[src/rtl/hsstl_rst4mcrsw_tx_init_v1_0.sv]
// ============================================================================
// hsstl_rst4mcrsw_tx_init_v1_0
// ----------------------------------------------------------------------------
// Per-lane TX reset / initialisation sequencer for the HSST PCIe PIPE lane.
//
// After lane powerup and a debounced PLL lock, the PMA TX reset and then the
// PCS TX reset are released in order. Losing the PLL lock sends the lane back
// to wait for a new lock. A Gen1/Gen2 rate request is applied while the TX PCS
// is held in reset. init_done tells the multi-lane reset controller that the
// lane TX side is ready.
//
// Optional feature macro: HSSTL_TX_INIT_TIMEOUT_EN
//   Defined     : a lock-wait watchdog runs in WAIT_PLL. If the counter reaches
//                 TIMEOUT_CNT without a debounced lock, pll_rst_req pulses for
//                 one cycle and the wait restarts.
//   Not defined : no watchdog. pll_rst_req is tied to 0 and WAIT_PLL waits
//                 indefinitely.
//
// Ports
//   clk               in   lane reference/user clock
//   rst               in   asynchronous active-high reset
//   txlane_soft_rst   in   synchronous active-high soft reset
//   P_TX_LANE_POWERUP in   lane powered; low forces IDLE
//   P_PLL_LOCK        in   asynchronous HSST PLL lock
//   cur_rate          in   requested rate (0 = 2.5G, 1 = 5G)
//   tx_init_fsm       out  current state encoding (3 bits)
//   s_PLL_LOCK        out  synchronised PLL lock
//   s_PLL_LOCK_deb    out  debounced PLL lock
//   P_TX_PMA_RSTN     out  PMA TX reset, active low
//   P_PCS_TX_RSTN     out  PCS TX reset, active low
//   P_TX_RATE         out  rate applied to the HSST
//   pll_rst_req       out  one-cycle PLL reset request (watchdog build only)
//   init_done         out  lane TX ready
// ============================================================================
module hsstl_rst4mcrsw_tx_init_v1_0 #(
    parameter int PLL_DEB_CNT    = 2048,
    parameter int PMA_RST_CNT    = 64,
    parameter int PMA_SETTLE_CNT = 256,
    parameter int RATE_SW_CNT    = 32
`ifdef HSSTL_TX_INIT_TIMEOUT_EN
    ,
    parameter int TIMEOUT_CNT    = 4000
`endif
) (
    input  logic       clk,
    input  logic       rst,
    input  logic       txlane_soft_rst,
    input  logic       P_TX_LANE_POWERUP,
    input  logic       P_PLL_LOCK,
    input  logic       cur_rate,
    output logic [2:0] tx_init_fsm,
    output logic       s_PLL_LOCK,
    output logic       s_PLL_LOCK_deb,
    output logic       P_TX_PMA_RSTN,
    output logic       P_PCS_TX_RSTN,
    output logic       P_TX_RATE,
    output logic       pll_rst_req,
    output logic       init_done
);

    typedef enum logic [2:0] {
        ST_IDLE     = 3'd0,
        ST_WAIT_PLL = 3'd1,
        ST_PMA_RST  = 3'd2,
        ST_WAIT_PMA = 3'd3,
        ST_DONE     = 3'd4,
        ST_RATE_CHG = 3'd5
    } state_t;

    localparam logic [11:0] CNT_MAX      = 12'hFFF;
    localparam logic [11:0] DEB_TERM     = 12'(PLL_DEB_CNT);
    // A state lasting N cycles exits when the counter shows N-1, because the
    // counter is cleared on the entry edge itself.
    localparam logic [11:0] PMA_RST_LAST = 12'(PMA_RST_CNT - 1);
    localparam logic [11:0] SETTLE_LAST  = 12'(PMA_SETTLE_CNT - 1);
    localparam logic [11:0] RATE_SW_LAST = 12'(RATE_SW_CNT - 1);
    localparam logic [11:0] RATE_HALF    = 12'((RATE_SW_CNT / 2) - 1);
`ifdef HSSTL_TX_INIT_TIMEOUT_EN
    localparam logic [11:0] TIMEOUT_TERM = 12'(TIMEOUT_CNT);
`endif

    // Saturating increment: counters park at their terminal value.
    function automatic logic [11:0] sat_inc(input logic [11:0] value);
        logic [11:0] result;
        if (value == CNT_MAX) begin
            result = value;
        end else begin
            result = value + 12'd1;
        end
        return result;
    endfunction

    logic        lock_meta_r;
    logic [11:0] deb_cnt_r;
    state_t      state_r;
    logic [11:0] cnt_r;
    logic        lock_needed_s;
`ifdef HSSTL_TX_INIT_TIMEOUT_EN
    logic        pll_rst_req_r;
`endif

    assign tx_init_fsm = state_r;

    // States that hold a released or releasing PMA and must fall back on lock loss.
    assign lock_needed_s = (state_r == ST_PMA_RST)  || (state_r == ST_WAIT_PMA) ||
                           (state_r == ST_DONE)     || (state_r == ST_RATE_CHG);

`ifdef HSSTL_TX_INIT_TIMEOUT_EN
    assign pll_rst_req = pll_rst_req_r;
`else
    assign pll_rst_req = 1'b0;
`endif

    // Two-flop synchroniser for the asynchronous PLL lock input
    always_ff @(posedge clk or posedge rst) begin
        if (rst) begin
            lock_meta_r <= 1'b0;
            s_PLL_LOCK  <= 1'b0;
        end else if (txlane_soft_rst) begin
            lock_meta_r <= 1'b0;
            s_PLL_LOCK  <= 1'b0;
        end else begin
            lock_meta_r <= P_PLL_LOCK;
            s_PLL_LOCK  <= lock_meta_r;
        end
    end

    // Lock debounce: count consecutive locked cycles, drop at once on any gap
    always_ff @(posedge clk or posedge rst) begin
        if (rst) begin
            deb_cnt_r      <= 12'd0;
            s_PLL_LOCK_deb <= 1'b0;
        end else if (txlane_soft_rst) begin
            deb_cnt_r      <= 12'd0;
            s_PLL_LOCK_deb <= 1'b0;
        end else begin
            if (!s_PLL_LOCK) begin
                deb_cnt_r <= 12'd0;
            end else if (deb_cnt_r != DEB_TERM) begin
                deb_cnt_r <= deb_cnt_r + 12'd1;
            end else begin
                deb_cnt_r <= deb_cnt_r;
            end
            s_PLL_LOCK_deb <= s_PLL_LOCK && (deb_cnt_r == DEB_TERM);
        end
    end

    // Sequencer: state, state counter and every registered reset/status output
    always_ff @(posedge clk or posedge rst) begin
        if (rst) begin
            state_r       <= ST_IDLE;
            cnt_r         <= 12'd0;
            P_TX_PMA_RSTN <= 1'b0;
            P_PCS_TX_RSTN <= 1'b0;
            P_TX_RATE     <= 1'b0;
            init_done     <= 1'b0;
`ifdef HSSTL_TX_INIT_TIMEOUT_EN
            pll_rst_req_r <= 1'b0;
`endif
        end else if (txlane_soft_rst) begin
            state_r       <= ST_IDLE;
            cnt_r         <= 12'd0;
            P_TX_PMA_RSTN <= 1'b0;
            P_PCS_TX_RSTN <= 1'b0;
            P_TX_RATE     <= 1'b0;
            init_done     <= 1'b0;
`ifdef HSSTL_TX_INIT_TIMEOUT_EN
            pll_rst_req_r <= 1'b0;
`endif
        end else begin
`ifdef HSSTL_TX_INIT_TIMEOUT_EN
            // Request is a single-cycle pulse unless re-armed below.
            pll_rst_req_r <= 1'b0;
`endif
            if (!P_TX_LANE_POWERUP) begin
                // Powerdown overrides everything.
                state_r       <= ST_IDLE;
                cnt_r         <= 12'd0;
                P_TX_PMA_RSTN <= 1'b0;
                P_PCS_TX_RSTN <= 1'b0;
                init_done     <= 1'b0;
            end else if (!s_PLL_LOCK && lock_needed_s) begin
                // Lock loss beats any pending rate change; the new rate is
                // picked up at the next WAIT_PMA exit.
                state_r       <= ST_WAIT_PLL;
                cnt_r         <= 12'd0;
                P_TX_PMA_RSTN <= 1'b0;
                P_PCS_TX_RSTN <= 1'b0;
                init_done     <= 1'b0;
            end else begin
                case (state_r)
                    ST_IDLE: begin
                        state_r       <= ST_WAIT_PLL;
                        cnt_r         <= 12'd0;
                        P_TX_PMA_RSTN <= 1'b0;
                        P_PCS_TX_RSTN <= 1'b0;
                        init_done     <= 1'b0;
                    end
                    ST_WAIT_PLL: begin
                        // The raw synchronised lock is also required so a
                        // debounced flag that has not yet dropped is ignored.
                        if (s_PLL_LOCK_deb && s_PLL_LOCK) begin
                            state_r       <= ST_PMA_RST;
                            cnt_r         <= 12'd0;
                            P_TX_PMA_RSTN <= 1'b0;
                            P_PCS_TX_RSTN <= 1'b0;
                            init_done     <= 1'b0;
                        end
`ifdef HSSTL_TX_INIT_TIMEOUT_EN
                        else if (cnt_r == TIMEOUT_TERM) begin
                            pll_rst_req_r <= 1'b1;
                            cnt_r         <= 12'd0;
                        end
`endif
                        else begin
                            cnt_r <= sat_inc(cnt_r);
                        end
                    end
                    ST_PMA_RST: begin
                        if (cnt_r == PMA_RST_LAST) begin
                            state_r       <= ST_WAIT_PMA;
                            cnt_r         <= 12'd0;
                            P_TX_PMA_RSTN <= 1'b1;
                            P_PCS_TX_RSTN <= 1'b0;
                            init_done     <= 1'b0;
                        end else begin
                            cnt_r <= sat_inc(cnt_r);
                        end
                    end
                    ST_WAIT_PMA: begin
                        if (cnt_r == SETTLE_LAST) begin
                            state_r       <= ST_DONE;
                            cnt_r         <= 12'd0;
                            P_TX_PMA_RSTN <= 1'b1;
                            P_PCS_TX_RSTN <= 1'b1;
                            P_TX_RATE     <= cur_rate;
                            init_done     <= 1'b1;
                        end else begin
                            cnt_r <= sat_inc(cnt_r);
                        end
                    end
                    ST_DONE: begin
                        if (cur_rate != P_TX_RATE) begin
                            state_r       <= ST_RATE_CHG;
                            cnt_r         <= 12'd0;
                            P_TX_PMA_RSTN <= 1'b1;
                            P_PCS_TX_RSTN <= 1'b0;
                            init_done     <= 1'b0;
                        end else begin
                            cnt_r <= sat_inc(cnt_r);
                        end
                    end
                    ST_RATE_CHG: begin
                        if (cnt_r == RATE_SW_LAST) begin
                            // DONE re-compares, so a rate that toggled back
                            // after the midpoint triggers another pass.
                            state_r       <= ST_DONE;
                            cnt_r         <= 12'd0;
                            P_TX_PMA_RSTN <= 1'b1;
                            P_PCS_TX_RSTN <= 1'b1;
                            init_done     <= 1'b1;
                        end else begin
                            cnt_r <= sat_inc(cnt_r);
                            if (cnt_r == RATE_HALF) begin
                                // Rate changes mid-way through the PCS reset window.
                                P_TX_RATE <= cur_rate;
                            end else begin
                                P_TX_RATE <= P_TX_RATE;
                            end
                        end
                    end
                    default: begin
                        state_r       <= ST_IDLE;
                        cnt_r         <= 12'd0;
                        P_TX_PMA_RSTN <= 1'b0;
                        P_PCS_TX_RSTN <= 1'b0;
                        init_done     <= 1'b0;
                    end
                endcase
            end
        end
    end

endmodule

[config.mk]
export PLATFORM = sky130hd
export DESIGN_NAME = hsstl_rst4mcrsw_tx_init_v1_0
export DESIGN_NICKNAME = d
export VERILOG_FILES = /design/src/rtl/hsstl_rst4mcrsw_tx_init_v1_0.sv
export SDC_FILE = /design/constraint.sdc
export NUM_CORES = 1
export LEC_CHECK = 0
export BUFFER_PORTS_ARGS = -buffer_cell sky130_fd_sc_hd__clkbuf_2
export CORE_ASPECT_RATIO = 0.7
export CORE_UTILIZATION = 41
export DETAILED_ROUTE_END_ITERATION = 10
export PLACE_DENSITY = 0.69
export SLEW_MARGIN = 20
export SYNTH_ARGS = -nofsm -noshare
export SYNTH_HDL_FRONTEND = slang
export SYNTH_SLANG_ARGS = --single-unit
[constraint.sdc]
create_clock -name clk -period 6.21 [get_ports clk]
set_input_delay 0.9315 -clock clk [delete_from_list [all_inputs] [get_ports clk]]
set_output_delay 0.9315 -clock clk [all_outputs]
set_load 0.1 [all_outputs]
After elaboration in Yosys (flattened, before gate mapping)
Index checks and enable logic that the tools add are counted.

Register bits: 33. Bits of input ports: 6. Word-level logic and storage cells: 93.

Add/subtract/negate cells: 2. Eq/ne operators: 23. Multiplexer cells: 47. Reductions and logical operators: 12.

Operator list (count): $mux W12 (12); $pmux W12 S5 (1); $add A12 B1 Y12 const B (2); $eq A12 B12 Y1 const B (2); $mux W3 (8); $mux W1 (22); $ne A5 B3 Y1 const B (4); $pmux W3 S6 (1); $eq A12 B4 Y1 const B (1); $eq A12 B5 Y1 const B (1); $eq A12 B6 Y1 const B (1); $eq A12 B8 Y1 const B (1); $ne A12 B12 Y1 const B (1); $pmux W1 S5 (2); $ne A3 B2 Y1 const B (3); $eq A3 B2 Y1 const B (2); $eq A3 B3 Y1 const B (2); $reduce_and A6 Y1 (1); $ne A5 B5 Y1 const B (1); $reduce_and A5 Y1 (1); $eq A3 B1 Y1 const B (1); $logic_and A1 B1 Y1 (3); $logic_not A3 Y1 (1); $logic_or A1 B1 Y1 (3); other kinds (7) (7).

Longest topological paths before layout
Depth after elaboration: 8. Mapped depth: 7. Depth with buffers taken out: 6.

Worst setup path before layout
No wires, ideal clock.

Kind: register to register. From: register state_r[2] (netlist: tx_init_fsm[2]). To: register cnt_r[10]. Setup time: 101 ps. Arrival: 2425 ps. Data required time: 6109 ps. Setup slack: 3684 ps. Stages on the path, launching flop included: 7. Path buffers: 2. Path through: dfrtp_1 buf_2 or3b_2 o22ai_1 a211oi_4 buf_6 nor4_1.

Cells in the longest elaborated chain, start to end: 8. Elaborated cells between the ends (all ways): 13.

RTL lines: from (decl) (RTL line 95) `state_t state_r;`; from (signal assigned) (RTL line 151) `state_r <= ST_IDLE;`; from (signal assigned) (RTL line 161) `state_r <= ST_IDLE;`; from (signal assigned) (RTL line 177) `state_r <= ST_IDLE;`; $eq A3 B2 Y1 (RTL line 105, 191); $logic_or A1 B1 Y1 (2 in series) (RTL line 105) `assign lock_needed_s = (state_r == ST_PMA_RST) || (state_r == ST_WAIT_PMA) ||`; $logic_or A1 B1 Y1 (RTL line 106) `(state_r == ST_DONE) || (state_r == ST_RATE_CHG);`; $logic_and A1 B1 Y1 (RTL line 182) `end else if (!s_PLL_LOCK && lock_needed_s) begin`; $mux W12 * (RTL line 182); $mux W12 * (RTL line 175) `if (!P_TX_LANE_POWERUP) begin`; $mux W12 * (RTL line 160) `end else if (txlane_soft_rst) begin`; to (signal assigned) (RTL line 216) `cnt_r <= sat_inc(cnt_r);`; to (signal assigned) (RTL line 227) `cnt_r <= sat_inc(cnt_r);`; to (signal assigned) (RTL line 239) `cnt_r <= sat_inc(cnt_r);`; to (decl) (RTL line 96) `logic [11:0] cnt_r;`.

Mark *: on every way between the ends. The rest lies on a longest branch, timed or not. A chain may end at the register's enable or synchronous reset.

Final worst setup path
From: register cnt_r[0]. To: register P_TX_PMA_RSTN.

Cells in the longest elaborated chain, start to end: 3. Elaborated cells between the ends (all ways): 7.

RTL lines: $eq A12 B5 Y1, or another cell as far along (RTL line 254) `if (cnt_r == RATE_SW_LAST) begin`; $ne A5 B3 Y1 (no source line); $reduce_and A5 Y1 (no source line) *; to (signal assigned) (RTL line 246) `P_TX_PMA_RSTN <= 1'b1;`; to (signal assigned) (RTL line 259) `P_TX_PMA_RSTN <= 1'b1;`; to (signal assigned) (RTL line 275) `P_TX_PMA_RSTN <= 1'b0;`; to (decl) (RTL line 54) `output logic P_TX_PMA_RSTN,`.

Marked as above.

==> impl_metrics.env <==
export IMPL_timing_slew_headroom_pct=34.4
export IMPL_antenna_left=0
export IMPL_fin_crit_ns=2.50
export IMPL_drt_iter0_drc=113
export IMPL_grt_use_total_pct=18.9
export IMPL_syn_inst=208
export IMPL_setup_viol=0
export IMPL_postCtsSetupRepairBufs=0
export IMPL_syn2layout_area_growth_pct=8.22
export IMPL_pwr_density_cell_mw_per_mm2=198
export IMPL_route_detailed_drc=2
export IMPL_clock_power_share_pct=39.8
export IMPL_ys_types=48
export IMPL_postSynthAreaPerCell_um2=9.29
export IMPL_seq_area_frac_synth_pct=42.7
export IMPL_grt_ovfl_total=0
export IMPL_num_vias=1603
export IMPL_power_share_sequential_pct=52.9
export IMPL_crit_path_end_kind="flop"
export IMPL_rsz0062_at_grt="false"
export IMPL_gp_congestion=0.861
export IMPL_grt_pass1_wl_um=7290
export IMPL_path_class="reg -> reg"
export IMPL_start_util_pct=43.6
export IMPL_wl_per_cell_um=15.1
export IMPL_chipHeight_um=59.5
export IMPL_setup_tns_ns=0
export IMPL_tritoncts_num_sinks=33
export IMPL_maxCapViolCount=0
export IMPL_drt_pre_antenna_iters=7
export IMPL_status="complete, but fails checks"
export IMPL_clock_fmax_ghz=0.399
export IMPL_path_max_fanout=15
export IMPL_final_util_pct=47.2
export IMPL_synth_largest_area_cell="dfrtp_1"
export IMPL_peakVddDrop_mv=0.109
export IMPL_grt_max_degree=34
export IMPL_dieWidth_um=84.1
export IMPL_swShare_pct=24.7
export IMPL_dieArea_mm2=0.00500
export IMPL_ctsRootBufferMaster="clkbuf_8"
export IMPL_via_per_inst=5.87
export IMPL_antenna_found_initial=0
export IMPL_hpwl_um=2890
export IMPL_drive_gt1_share_pct=11.9
export IMPL_fp_coreArea_mm2=0.00443
export IMPL_cts_resized=0
export IMPL_grt_pass1_vias=1436
export IMPL_finalHoldViolCount=0
export IMPL_port_buffers=14
export IMPL_ctsHoldBuffers=0
export IMPL_syn_nets=218
export IMPL_syn_area_mm2=0.00193
export IMPL_hold_path_class="reg -> reg"
export IMPL_routed_wl_um=4120
export IMPL_finalNetCount=228
export IMPL_ys_ff_latch=33
export IMPL_async_flop_share_pct=100
export IMPL_crit_required_ns=6.42
export IMPL_power_internal_mw=0.311
export IMPL_numCtsBuffers=5
export IMPL_worst_pin_slew_ns=0.975
export IMPL_synth_edf_count=0
export IMPL_clkSlewWorstSetupHoldPaths_ns=0.07
export IMPL_postPlaceCellArea_mm2=0.00201
export IMPL_violations="DRC"
export IMPL_netlist_top_cells_area="dfrtp_1 (43%), nor4_1 (3.2%), nand3_1 (3.1%)"
export IMPL_synth_main_ff_cell="dfrtp_1"
export IMPL_arrival_ns=2.71
export IMPL_row_count=20
export IMPL_cts_buffer_depth=2
export IMPL_antennaDiodeCount=0
export IMPL_io_pins=16
export IMPL_startpoint_type="flop"
export IMPL_leakagePower_nw=0.883
export IMPL_cts_max_level=2
export IMPL_fin_skew_ns=0.00512
export IMPL_maxSlewViolCount=0
export IMPL_p_sw_mw=0.102
export IMPL_ys_top_cells_by_count="dfrtp_1 (33), nand2_1 (16), nor2_1 (13)"
export IMPL_synth_most_common_cell="dfrtp_1"
export IMPL_yosys_area_top_type_share_pct=42.7
export IMPL_fin_crit_sh_pct=40.3
export IMPL_yosysWarnings=0
export IMPL_p_comb_share_pct=7.3
export IMPL_fin_area_mm2=0.00209
export IMPL_cts_tree="built"
export IMPL_clock_latency_ns=0.29
-- flip-flops by register name, summed over array words and instances, names as in the netlist --
signal,cells
P_TX_PMA_RSTN,1
deb_cnt_r,12
lock_meta_r,1
tx_init_fsm,3
init_done,1
cnt_r,12
s_PLL_LOCK,1
P_TX_RATE,1
s_PLL_LOCK_deb,1
-- worst paths after layout --
kind,from,endpoint,slack (ns),cells after the start
worst min register to register,lock_meta_r$_DFF_PP0_,s_PLL_LOCK$_DFF_PP0_,0.48,1
min in group asynchronous,rst,deb_cnt_r[11]$_DFFE_PP0P_,0.71,3
max in group asynchronous,rst,tx_init_fsm[0]$_DFFE_PP0P_,5.19,3
worst min-delay path,lock_meta_r$_DFF_PP0_,s_PLL_LOCK$_DFF_PP0_,0.48,1
worst max register to register,cnt_r[0]$_DFF_PP0_,P_TX_PMA_RSTN$_DFFE_PP0P_,3.71,5
worst max-delay path,cnt_r[0]$_DFF_PP0_,P_TX_PMA_RSTN$_DFFE_PP0P_,3.71,5
-- placed cells by master, fill, tap and decap left out, drive strengths merged, types with 2 or more instances in the layout --
cell type and instances:
and2 3, ha 4, dfrtp 33, nor4 10, mux2i 4, nand4 7
o31a 2, nor2b 5, o21ai 7, xor2 6, and4 2, nor3 9
a21oi 7, inv 7, or3 5, nand3 12, xnor2 5, nor2 13
clkbuf 21, a31oi 4, nand2b 3, and3 4, nand3b 2, a2111oi 2
o21a 2, nand2 16, a211oi 4, or3b 2
-- kinds of logic (layout without fill, tap and decap cells) --
group,count (synthesis),count (layout),synth area share [%]
compound gates,37,37,13.9
fa+ha+maj,4,4,2.59
mux,5,5,2.65
buf+inv,19,29,5.18
simple gates,98,98,27.8
other cells,1,1,0.194
flops,33,33,42.7
xor+xnor,11,11,4.98
-- cell type report --
class	count	area, µm²
clock buffers	7	86.3
fillers	421	2340
inverters	7	26.3
multi-input cells	156	1010
flip-flops and latches	33	826
well taps	55	68.8
repair buffers	15	77.6
-- metal layers --
layer	wire length, µm	global-route usage, %
met5	0	0
met4	59	6.65
met3	268	4.74
met2	1520	24.2
met1	2270	29.9
-- critical path: stages (launching register included) --
cell and delay (ns):
dfrtp_1 0.43, ha_1 0.36, or4b_1 0.49, o31a_1 0.30
a211oi_4 0.59, mux2i_1 0.26
-- stage by stage --
| stage | setup WS [ns] | hold slack, ns | cells | total power [mW] |
|---|---|---|---|---|
| 6_report | 3.71 | 0.480 | 273 | 0.414 |
| 5_1_grt | 3.49 | 0.526 | 273 | 0.429 |
| 4_1_cts | 3.69 | 0.485 | 273 | 0.419 |
| 3_5_place_dp | 3.71 | 0.462 | 266 | 0.254 |
| 3_3_place_gp | 3.80 | 0.467 | 266 | 0.253 |
| 2_1_floorplan | 3.68 | 0.439 | 208 | 0.247 |
-- power by group through the flow --
| stage | Combinational [mW] | Sequential, mW | Clock, mW |
|---|---|---|---|
| after global placement | 0.0302 | 0.223 | 0 |
| after global routing | 0.0330 | 0.219 | 0.177 |
| after floorplan | 0.0199 | 0.227 | 0 |
| after CTS | 0.0307 | 0.219 | 0.169 |
| final | 0.0302 | 0.219 | 0.165 |
| after detailed placement | 0.0305 | 0.223 | 0 |
Note: power is estimated with default switching activity, not from simulation.
